## config.mk

```make
export PLATFORM = sky130hd
export DESIGN_NAME = fetch_unit
export DESIGN_NICKNAME = d
export VERILOG_FILES = /design/src/rtl/fetch_unit.sv
export SDC_FILE = /design/constraint.sdc
export NUM_CORES = 1
export LEC_CHECK = 0
export ABC_AREA = 1
export CAP_MARGIN = 40
export CORE_ASPECT_RATIO = 0.75
export CORE_MARGIN = 10
export CORE_UTILIZATION = 35
export CTS_CLUSTER_SIZE = 8
export DETAILED_ROUTE_END_ITERATION = 6
export HOLD_SLACK_MARGIN = 0.15
export PLACE_DENSITY = 0.69
export SYNTH_ARGS = -nofsm -noshare
export SYNTH_HDL_FRONTEND = slang
export SYNTH_SLANG_ARGS = --single-unit
```

## constraint.sdc

```tcl
create_clock -name clk -period 3.4 [get_ports clk]
set_clock_uncertainty 0.15 [all_clocks]
set_input_delay 1.02 -clock clk [delete_from_list [all_inputs] [get_ports clk]]
set_output_delay 1.02 -clock clk [all_outputs]
set_load 0.005 [all_outputs]
```

## src/rtl/fetch_unit.sv

```systemverilog
// Instruction fetch stage: PC register, IF/ID pipeline register and a RUN/HALTED FSM.
// Redirects override stalls; a halt freezes fetch until reset.
module fetch_unit #(
   parameter int PC_W = 9
) (
   input  logic            clk,
   input  logic            reset_n,
   input  logic            Stall,
   input  logic            PcSel,
   input  logic [31:0]     BrPC,
   input  logic            Halt,
   input  logic [31:0]     Instr_in,
   output logic [PC_W-1:0] Fetch_PC,
   output logic [PC_W-1:0] IF_PC,
   output logic [31:0]     IF_Instr,
   output logic            IF_Valid,
   output logic            Flush_ID,
   output logic            Halted,
   output logic            Misalign_Err,
   output logic [15:0]     Redirect_Cnt
);

   localparam logic [0:0] ST_RUN    = 1'b0;
   localparam logic [0:0] ST_HALTED = 1'b1;

   localparam logic [PC_W-1:0] PC_STEP = {{(PC_W-3){1'b0}}, 3'b100};

   logic [0:0]      state_q,    state_d;
   logic [PC_W-1:0] pc_q,       pc_d;
   logic [PC_W-1:0] if_pc_q,    if_pc_d;
   logic [31:0]     if_instr_q, if_instr_d;
   logic            if_valid_q, if_valid_d;
   logic            misalign_q, misalign_d;
   logic [15:0]     cnt_q,      cnt_d;

   // Next-state decode; priority inside RUN is Halt, then PcSel, then Stall.
   always_comb begin
      state_d    = state_q;
      pc_d       = pc_q;
      if_pc_d    = if_pc_q;
      if_instr_d = if_instr_q;
      if_valid_d = if_valid_q;
      misalign_d = misalign_q;
      cnt_d      = cnt_q;
      case (state_q)
         ST_RUN: begin
            if (Halt) begin
               state_d    = ST_HALTED;
               if_valid_d = 1'b0;
            end else if (PcSel) begin
               pc_d       = {BrPC[PC_W-1:2], 2'b00};
               if_valid_d = 1'b0;
               misalign_d = misalign_q | (BrPC[1:0] != 2'b00);
               if (cnt_q != 16'hFFFF) begin
                  cnt_d = cnt_q + 16'd1;
               end else begin
                  cnt_d = cnt_q;
               end
            end else if (Stall) begin
               pc_d       = pc_q;
               if_valid_d = if_valid_q;
            end else begin
               pc_d       = pc_q + PC_STEP;
               if_pc_d    = pc_q;
               if_instr_d = Instr_in;
               if_valid_d = 1'b1;
            end
         end
         ST_HALTED: begin
            if_valid_d = 1'b0;
         end
         default: begin
            state_d    = ST_RUN;
            if_valid_d = 1'b0;
         end
      endcase
   end

   // Pipeline state registers with asynchronous clear.
   always_ff @(posedge clk or negedge reset_n) begin
      if (!reset_n) begin
         state_q    <= ST_RUN;
         pc_q       <= {PC_W{1'b0}};
         if_pc_q    <= {PC_W{1'b0}};
         if_instr_q <= 32'h0000_0000;
         if_valid_q <= 1'b0;
         misalign_q <= 1'b0;
         cnt_q      <= 16'h0000;
      end else begin
         state_q    <= state_d;
         pc_q       <= pc_d;
         if_pc_q    <= if_pc_d;
         if_instr_q <= if_instr_d;
         if_valid_q <= if_valid_d;
         misalign_q <= misalign_d;
         cnt_q      <= cnt_d;
      end
   end

   assign Fetch_PC     = pc_q;
   assign IF_PC        = if_pc_q;
   assign IF_Instr     = if_instr_q;
   assign IF_Valid     = if_valid_q;
   assign Misalign_Err = misalign_q;
   assign Redirect_Cnt = cnt_q;
   assign Halted       = (state_q == ST_HALTED);
   // The ID/EX kill must act in the same cycle the branch unit asks for it.
   assign Flush_ID     = (state_q == ST_RUN) && (PcSel || Halt);

endmodule

```

After elaboration in Yosys (flattened, before gate mapping)
Cells that the tools add are included.
Word-level totals
  register bits: 69
Cells by class
  add/sub/neg operators: 2
  eq/ne operators: 3
  multiplexer cells: 8
  bitwise gates (word level): 5
  reduce and logical (&&, ||, !) cells: 7
Operators with widths (count)
  9-bit 2-to-1 mux: 2
  16-bit by 1-bit adder with 16-bit output (second input constant): 1
  16-bit != test (second input constant): 1
  9-bit by 3-bit adder with 9-bit output (second input constant): 1
  4-bit AND reduction: 2
  3-bit AND reduction: 2
  1-bit 2-to-1 mux: 5
  4-bit != test (second input constant): 1
  1-bit inverter: 4
  2-bit by 1-bit != test with 1-bit output (second input constant): 1
  1-bit one-hot mux with 2 select lines: 1
  2-bit nonzero test: 1
  1-bit logical AND: 1
  1-bit logical OR: 1
  1-bit OR: 1

Logic depth before layout (Yosys ltp)
Gate-level depths: netlist of run 1.
  depth in word-level cells: 4
  mapped depth: 9

Worst setup path after synthesis of run 1
No wires, ideal clock.
  kind: input port to output port
  from: input PcSel
  to: output Flush_ID
  arrival: 1316 ps
  slack: 914 ps
  stages on the path: 3
  path buffers: 1
  cell sequence: buf_4 nor2_1 nor2_1
Between the ends
  word-level cells in the longest chain between the ends: 2
Ends and longest elaborated chain
  from (decl): RTL line 9  | input logic PcSel,
  1-bit logical OR: RTL line 108  | assign Flush_ID = (state_q == ST_RUN) && (PcSel || Halt);
  1-bit logical AND: RTL line 108
  to (decl): RTL line 17  | output logic Flush_ID,
No other way between the ends.

Worst setup path in the final report of run 1
  from: input Halt
  to: output Flush_ID
Between the ends
  word-level cells in the longest chain between the ends: 2
Ends and longest elaborated chain
  from (decl): RTL line 11  | input logic Halt,
  1-bit logical OR: RTL line 108
  1-bit logical AND: RTL line 108
No other way between the ends.

==> summary.md, run 1 <==
| Metric | Value |
|---|---|
| Run status | complete, no violations |
| Switch Pwr | 0.000509 W |
| Number of clock sinks seen by CTS | between 60 and 70 |
| Core area | 0.00864 sq mm |
| Share of async-settable or async-resettable flops after synthesis | 100% |
| Die ar. | 0.0133 sq mm |
| Top-Level Pins | 139 |
| Power share of the clock group | around 44% |
| Layout cell share with drive strength beyond 1 | roughly a tenth |
| Detailed Routing Iterations Pass 1 | 4 |
| Post-route setup TNS | 0 ns |
| Number of max-slew violations in the final report | 0 |
| Setup slack at placement | -0.00623 ns |
| Number of filler instances in the final layout | 827 |
| Share of synthesized cell area in and, or, nand and nor gates | 33.3% |
| Synth Cell Area | about 0.0032 sq mm |
| Cell Rows | 29 |
| Fin. Hold Viols | 0 |
| Static leakage | 2.25 nW |
| Post-route ant nets | 0 |
| Number of library cell types mapped by synthesis | 30 |
| Flip-flop and latch count after synthesis | 65 |
| Sort of element at the end of the critical path | primary output |
| Power Internal | 0.00165 W |
| Number of failing setup endpoints in the final timing report | 0 |
| Post-synth top flop | dfrtp_1 |
| Count of buffers from port buffering | 111 |
| Worst Hold Depth | 2 |
| Overall die width | 130 um |
| Combinational group share of total power | 14.8% |
| Count of mapped cells out of synthesis | 383 |
| Drt total wl | 9220 um |
| Iteration-0 DRC count of the detailed router | about 230 |
| Largest voltage drop on the vdd net | around 0.00029 V |
| Mean instance size in the synthesized netlist | 8.26 sq um |
| Number of global-route vias before repair | 2838 |
| Post-cts gate resize count | 1 |
| Crit Path Category | input pin to primary output |
| Number of cell instances on the worst register-to-register path | 9 |
| Largest family of logic cells by synthesized area | simple AND/OR/NAND/NOR gates |
| Endpoint of the worst-slack reg-to-reg timing path | Redirect_Cnt[8] |
| Portion of the clock cycle consumed by the worst path in the final layout | 97.3% |
| CTS H-tree lvls | 3 |
| Worst-path clk slew | 0.06 ns |
| Startpoint of the most critical setup path | Halt |
| Max Fclk | between 0.3 and 0.4 GHz |
| Residual DRC count | 0 |
| Number of enable-type register cells in the synthesized netlist | 0 |
| Category of the worst setup path launch point | input pin |
| Global-route wire length before repair | 15100 um |
| Internal reg-to-reg setup slack | 1.45 ns |
| Per-cell via count in the routed design | ~4.7 |
| Final period demand of the worst path | 3.31 ns |
| Cell area after placement | about 0.0044 sq mm |
| Max Fanout on Critical Path | 2 |
| Xor/xnor share of the synthesized area | 2.49% |
| Worst-skew pair later-pin latency | ~0.32 ns |
| Multiplexer share of the synthesized area | less than 1% |
| Required time reported for the critical path endpoint | 2.23 ns |
| Worst setup endpoint | Flush_ID |
| Power per standard cell area | 461 mW/mm^2 |
| Post-route cell area | 0.00469 sq mm |
| Register share of total power | 40.9% |
| Unrepaired setup endpoints after global routing | false |
| Kind of path behind the tightest hold check | flip-flop to flip-flop |
| Arrival time worst endpoint | ~2.1 ns |
| Setup fix buffers added after clock tree synthesis | 0 |
| Max-cap violations | 0 |
| Switching share of power | 23.5% |
| Final Wtd Congestion | between 0.7 and 0.8 |
| Count of vias placed by the detailed router | between 2000 and 3000 |
| Cell at the root of the clock tree | clkbuf_16 |
| Longest Clk Path Bufs | 2 |
| Initial antenna violation count | 0 |
| Synth-to-layout area growth | 48.2% |
| Clock tree from TritonCTS | yes |
| Ys Warns | 0 |
| Post-layout net count | 569 |
| Initial core utilization | 36.6% |
| Synthesized-area fraction occupied by ao, oa, aoi and oai cells | between 5 and 6% |
| Maximum number of pins on one net before global-route repair | 45 |
| Post-layout worst setup margin | slightly above 0.09 ns |
| Die boundary height | 102 um |
| Number of clock buffers inserted by TritonCTS | 9 |
| Average wire per cell in the routed design | around 15 um |
| Total GRT Usage | 14.2% |
| Diodes inserted | 0 |
| Post-CTS Hold Buffers | 0 |
| Post-synthesis adder-cell area fraction | less than 1% |
| DPL Wire Length | 6960 um |
| Sequential-to-total area share from yosys stat | around half |
| Critical register-to-register path startpoint | Redirect_Cnt[0] |
| Remaining global-route overflow | 0 |
[state kept, by name (all words and copies together), names as in the netlist]
name          count
IF_Instr         32
Fetch_PC          7
Redirect_Cnt     16
Misalign_Err      1
IF_PC             7
IF_Valid          1
Halted            1
[synth_stat cells (2+ instances only)]
cell / instances / area share [%]
a21oi_1: 6 / 0.95
buf_2: 8 / 1.3
buf_4: 5 / 1.2
buf_6: 2 / 0.71
clkbuf_1: 3 / 0.36
dfrtp_1: 65 / 51
ha_1: 2 / 0.79
inv_1: 21 / 2.5
inv_2: 2 / 0.24
nand2_1: 142 / 17
nand2_2: 9 / 1.8
nand3_1: 46 / 7.3
nand4_1: 8 / 1.6
nor2_1: 24 / 2.8
nor2_4: 4 / 1.4
o21ai_0: 3 / 0.47
o21ai_1: 6 / 0.95
o21ai_2: 7 / 1.9
xor2_1: 9 / 2.5
[worst min-delay path by stage]
stage                             from            to
after CTS                 IF_Instr[19]  IF_Instr[19]
after detailed placement  IF_Instr[26]  IF_Instr[26]
after floorplan            IF_Instr[0]   IF_Instr[0]
after global placement    IF_Instr[22]  IF_Instr[22]
after global routing      IF_Instr[10]  IF_Instr[10]
final                     IF_Instr[26]  IF_Instr[26]
[layout by cell type (no fill, tap or decap), drive strengths merged]
master / Yosys / routed
nor2: 30 / 30
a31oi: 1 / 1
o21ai: 16 / 16
nand2: 152 / 152
dfrtp: 65 / 65
inv: 24 / 24
xor2: 9 / 9
bufinv: 0 / 2
buf: 15 / 9
dlygate4sd2: 0 / 1
o22ai: 1 / 1
clkdlybuf4s50: 0 / 109
clkinv: 0 / 3
mux2i: 1 / 1
conb: 1 / 4
ha: 2 / 2
a21oi: 6 / 6
nand4: 8 / 8
clkinvlp: 0 / 1
a211oi: 1 / 1
nand3: 47 / 47
o21bai: 1 / 1
clkbuf: 3 / 10
[final cells by class]
cell class	instances	area (sq um)	area share (%)
Clock buffer	10	229	4.88
Clock inverter	6	82.6	1.76
Inverter	24	92.6	1.97
Multi-Input combinational cell	279	1350	28.7
Sequential cell	65	1630	34.7
Tap cell	108	135	2.88
Timing Repair Buffer	119	1180	25.1
[per-stage QoR]
step	std cells	hold WS (ns)	power, W	utilization, %
6_report	611	0.318	0.00216	54.3
5_1_grt	611	0.336	0.00227	54.3
4_1_cts	611	0.322	0.00220	54.3
3_5_place_dp	595	0.308	0.00122	50.7
3_3_place_gp	594	0.303	0.00121	50.5
2_1_floorplan	386	0.315	0.00100	-
[routing by layer]
| layer | vias to the layer above | part of all wire, % | GRT usage, % |
|---|---|---|---|
| met5 | - | 0 | 0 |
| met4 | 0 | 1.0 | 4.66 |
| met3 | 8 | 6.0 | 4.09 |
| met2 | 67 | 50 | 24.0 |
| met1 | 1344 | 43 | 17.2 |
| li1 | 1448 | - | - |
[cells by family (layout without fill, tap and decap cells)]
logic type,Yosys count,in the layout
AOI/OAI and AO/OA,26,26
DFF,65,65
xor gates and xnor gates,9,9
buffers and inverters,42,159
adders and majority gates,2,2
and+or+nand+nor,237,237
muxes,1,1
other,1,4
[critical path, stage by stage]
cell             delay (ns)
clkdlybuf4s50_1        0.47
nor2_1                 0.04
nor2_1                 0.09
clkdlybuf4s50_1        0.52
[power groups by stage]
stage | logic, W | clock network, W | registers, W
after floorplan | 0.000110 | 0 | 0.000890
after global placement | 0.000318 | 0 | 0.000893
after detailed placement | 0.000327 | 0 | 0.000896
after CTS | 0.000327 | 0.000987 | 0.000883
after global routing | 0.000358 | 0.00102 | 0.000892
final | 0.000320 | 0.000958 | 0.000883
Note: power is estimated with default switching activity, not from simulation.
==> run 2: changes to the inputs <==
- SLEW_MARGIN: unset -> 20
==> results of run 2 <==
Final layout, timing and power as in run 1 (identical DEF).
==> run 3: changes to the inputs <==
- PLACE_DENSITY: 0.69 -> 0.7
==> summary.md, run 3 (synthesized netlist as in run 1, its figures left out) <==
| Metric | Value |
|---|---|
| Setup fix buffers added after clock tree synthesis | 0 |
| Max-cap violations | 0 |
| Power per standard cell area | 469 mW/mm^2 |
| Core area | 0.00864 sq mm |
| Synth-to-layout area growth | 48.6% |
| Cell area after placement | about 0.0044 sq mm |
| Clock tree from TritonCTS | yes |
| Arrival time worst endpoint | around 2.2 ns |
| Most common library cell in the layout ignoring fill and taps | nand2_1 |
| Per-cell via count in the routed design | 4.72 |
| Met2 capacity usage during global routing | 24.1% |
| Kind of path behind the tightest hold check | flip-flop to flip-flop |
| DPL Wire Length | approximately 7000 um |
| Cell at the root of the clock tree | clkbuf_16 |
| Crit-path cells | clkdlybuf4s50_1, nor2_1, nor2_1, clkdlybuf4s50_1 |
| Iteration-0 DRC count of the detailed router | approximately 180 |
| Run status | complete, no violations |
| Number of failing setup endpoints in the final timing report | 0 |
| Layout cell share with drive strength beyond 1 | a little under 10% |
| Average wire per cell in the routed design | 15.5 um |
| Number of filler instances in the final layout | 781 |
| Post-CTS Hold Buffers | 0 |
| Max incr delay on CP | 0.52 ns |
| Initial core utilization | about 37% |
| Worst Hold Depth | 2 |
| Post-route setup TNS | 0 ns |
| Number of clock buffers inserted by TritonCTS | 9 |
| Top library cells by usage in the layout, fill and taps aside | nand2_1, clkdlybuf4s50_1, dfrtp_1 |
| Drt total wl | 9440 um |
| Number of cell instances on the worst register-to-register path | 9 |
| Number of max-slew violations in the final report | 0 |
| Sort of element at the end of the critical path | primary output |
| Post-route ant nets | 0 |
| Die boundary height | 102 um |
| Number of flip-flops in the largest register | 32 |
| Final Wtd Congestion | 0.801 |
| Internal reg-to-reg setup slack | 1.48 ns |
| Worst Min Path Start | IF_Instr[25] |
| Maximum number of pins on one net before global-route repair | between 40 and 50 |
| Count of buffers from port buffering | ~110 |
| Die ar. | 0.0133 sq mm |
| Static leakage | about 2.3 nW |
| Top-Level Pins | 139 |
| Most used routing layer | met2 |
| Largest voltage drop on the vdd net | between 0.0003 and 0.0004 V |
| Crit Path Category | input pin to primary output |
| Slowest stage cell, crit path | clkdlybuf4s50_1 |
| Number of clock sinks seen by CTS | 65 |
| Worst-skew pair later-pin latency | 0.33 ns |
| Post-layout net count | 569 |
| Category of the worst setup path launch point | input pin |
| Number of global-route vias before repair | 2878 |
| Global-route wire length before repair | 15100 um |
| Setup slack at placement | -0.0189 ns |
| Portion of the clock cycle consumed by the worst path in the final layout | 98.1% |
| Total GRT Usage | 14.2% |
| CTS H-tree lvls | 3 |
| Max Fclk | ~0.30 GHz |
| Max Fanout on Critical Path | 2 |
| Initial antenna violation count | 0 |
| Endpoint of the worst-slack reg-to-reg timing path | Redirect_Cnt[3] |
| Count of vias placed by the detailed router | 2886 |
| Critical register-to-register path startpoint | Redirect_Cnt[0] |
| Post-layout worst setup margin | 0.0652 ns |
| Diodes inserted | 0 |
| Worst Hold Path EP | IF_Instr[25] |
| Overall die width | roughly 130 um |
| Post-route cell area | 0.00470 sq mm |
| Worst-path clk slew | 0.05 ns |
| Post-cts gate resize count | 1 |
| Global routing met1 resource utilization | 16.6% |
| Longest Clk Path Bufs | 2 |
| Unrepaired setup endpoints after global routing | false |
| Detailed Routing Iterations Pass 1 | 4 |
| Fin. Hold Viols | 0 |
| Required time reported for the critical path endpoint | between 2 and 2.5 ns |
| Routing usage on met3 | 4.91% |
| Remaining global-route overflow | 0 |
| Cell Rows | 29 |
| Final period demand of the worst path | 3.33 ns |
| Residual DRC count | 0 |
[run 3: cell types whose count changed in the layout (fill, tap and decap cells not counted)]
cell / previous run / this run
clkbuf_8: 0 / 2
clkbuf_1: 1 / 3
clkinv_2: 3 / 0
clkinvlp_4: 1 / 0
[run 3: worst max-delay path by stage]
stage,from,to,slack [ns],depth (start not counted)
floorplan,PcSel,Flush_ID,0.91,3
global placement,PcSel,Flush_ID,-0.02,4
detailed placement,PcSel,Flush_ID,-0.02,4
CTS,Halt,Flush_ID,0.05,4
global route,Halt,Flush_ID,0.02,4
finish,Halt,Flush_ID,0.07,4
[run 3: worst max-delay path, delay by kind of cell]
family,cells,cell delay (ns)
simple gates,2,0.15
buf+inv,2,0.99
[run 3: power breakdown]
part	switching (W)	total, W	internal, W
Clock	0.000321	0.00100	0.000683
Combinational	0.000134	0.000319	0.000185
Sequential	0.0000543	0.000884	0.000829
Total	0.000509	0.00221	0.00170
[run 3: metal layers]
layer  part of all wire (%)  vias up
li1                       -     1450
met5                      0        -
met2                     50       73
met3                    6.4       10
met1                     42     1353
met4                    1.4        0
[run 3: final cells by class]
cell class              count  area [sq um]  share of cell area (%)
clock buffers              14           264                    5.62
flip-flops and latches     65          1630                    34.6
well taps                 108           135                    2.87
repair buffers            119          1180                    25.0
multi-input cells         279          1350                    28.6
clock inverters             2          60.1                    1.28
inverters                  24          92.6                    1.97
[run 3: stage by stage]
stage                     total power [W]  std cells  hold slack (ns)  util, %
after floorplan                   0.00100        386            0.315        -
after global placement            0.00121        595            0.303     50.7
after detailed placement          0.00122        595            0.308     50.7
after CTS                         0.00224        611            0.320     54.4
after global routing              0.00231        611            0.336     54.4
final                             0.00221        611            0.318     54.4
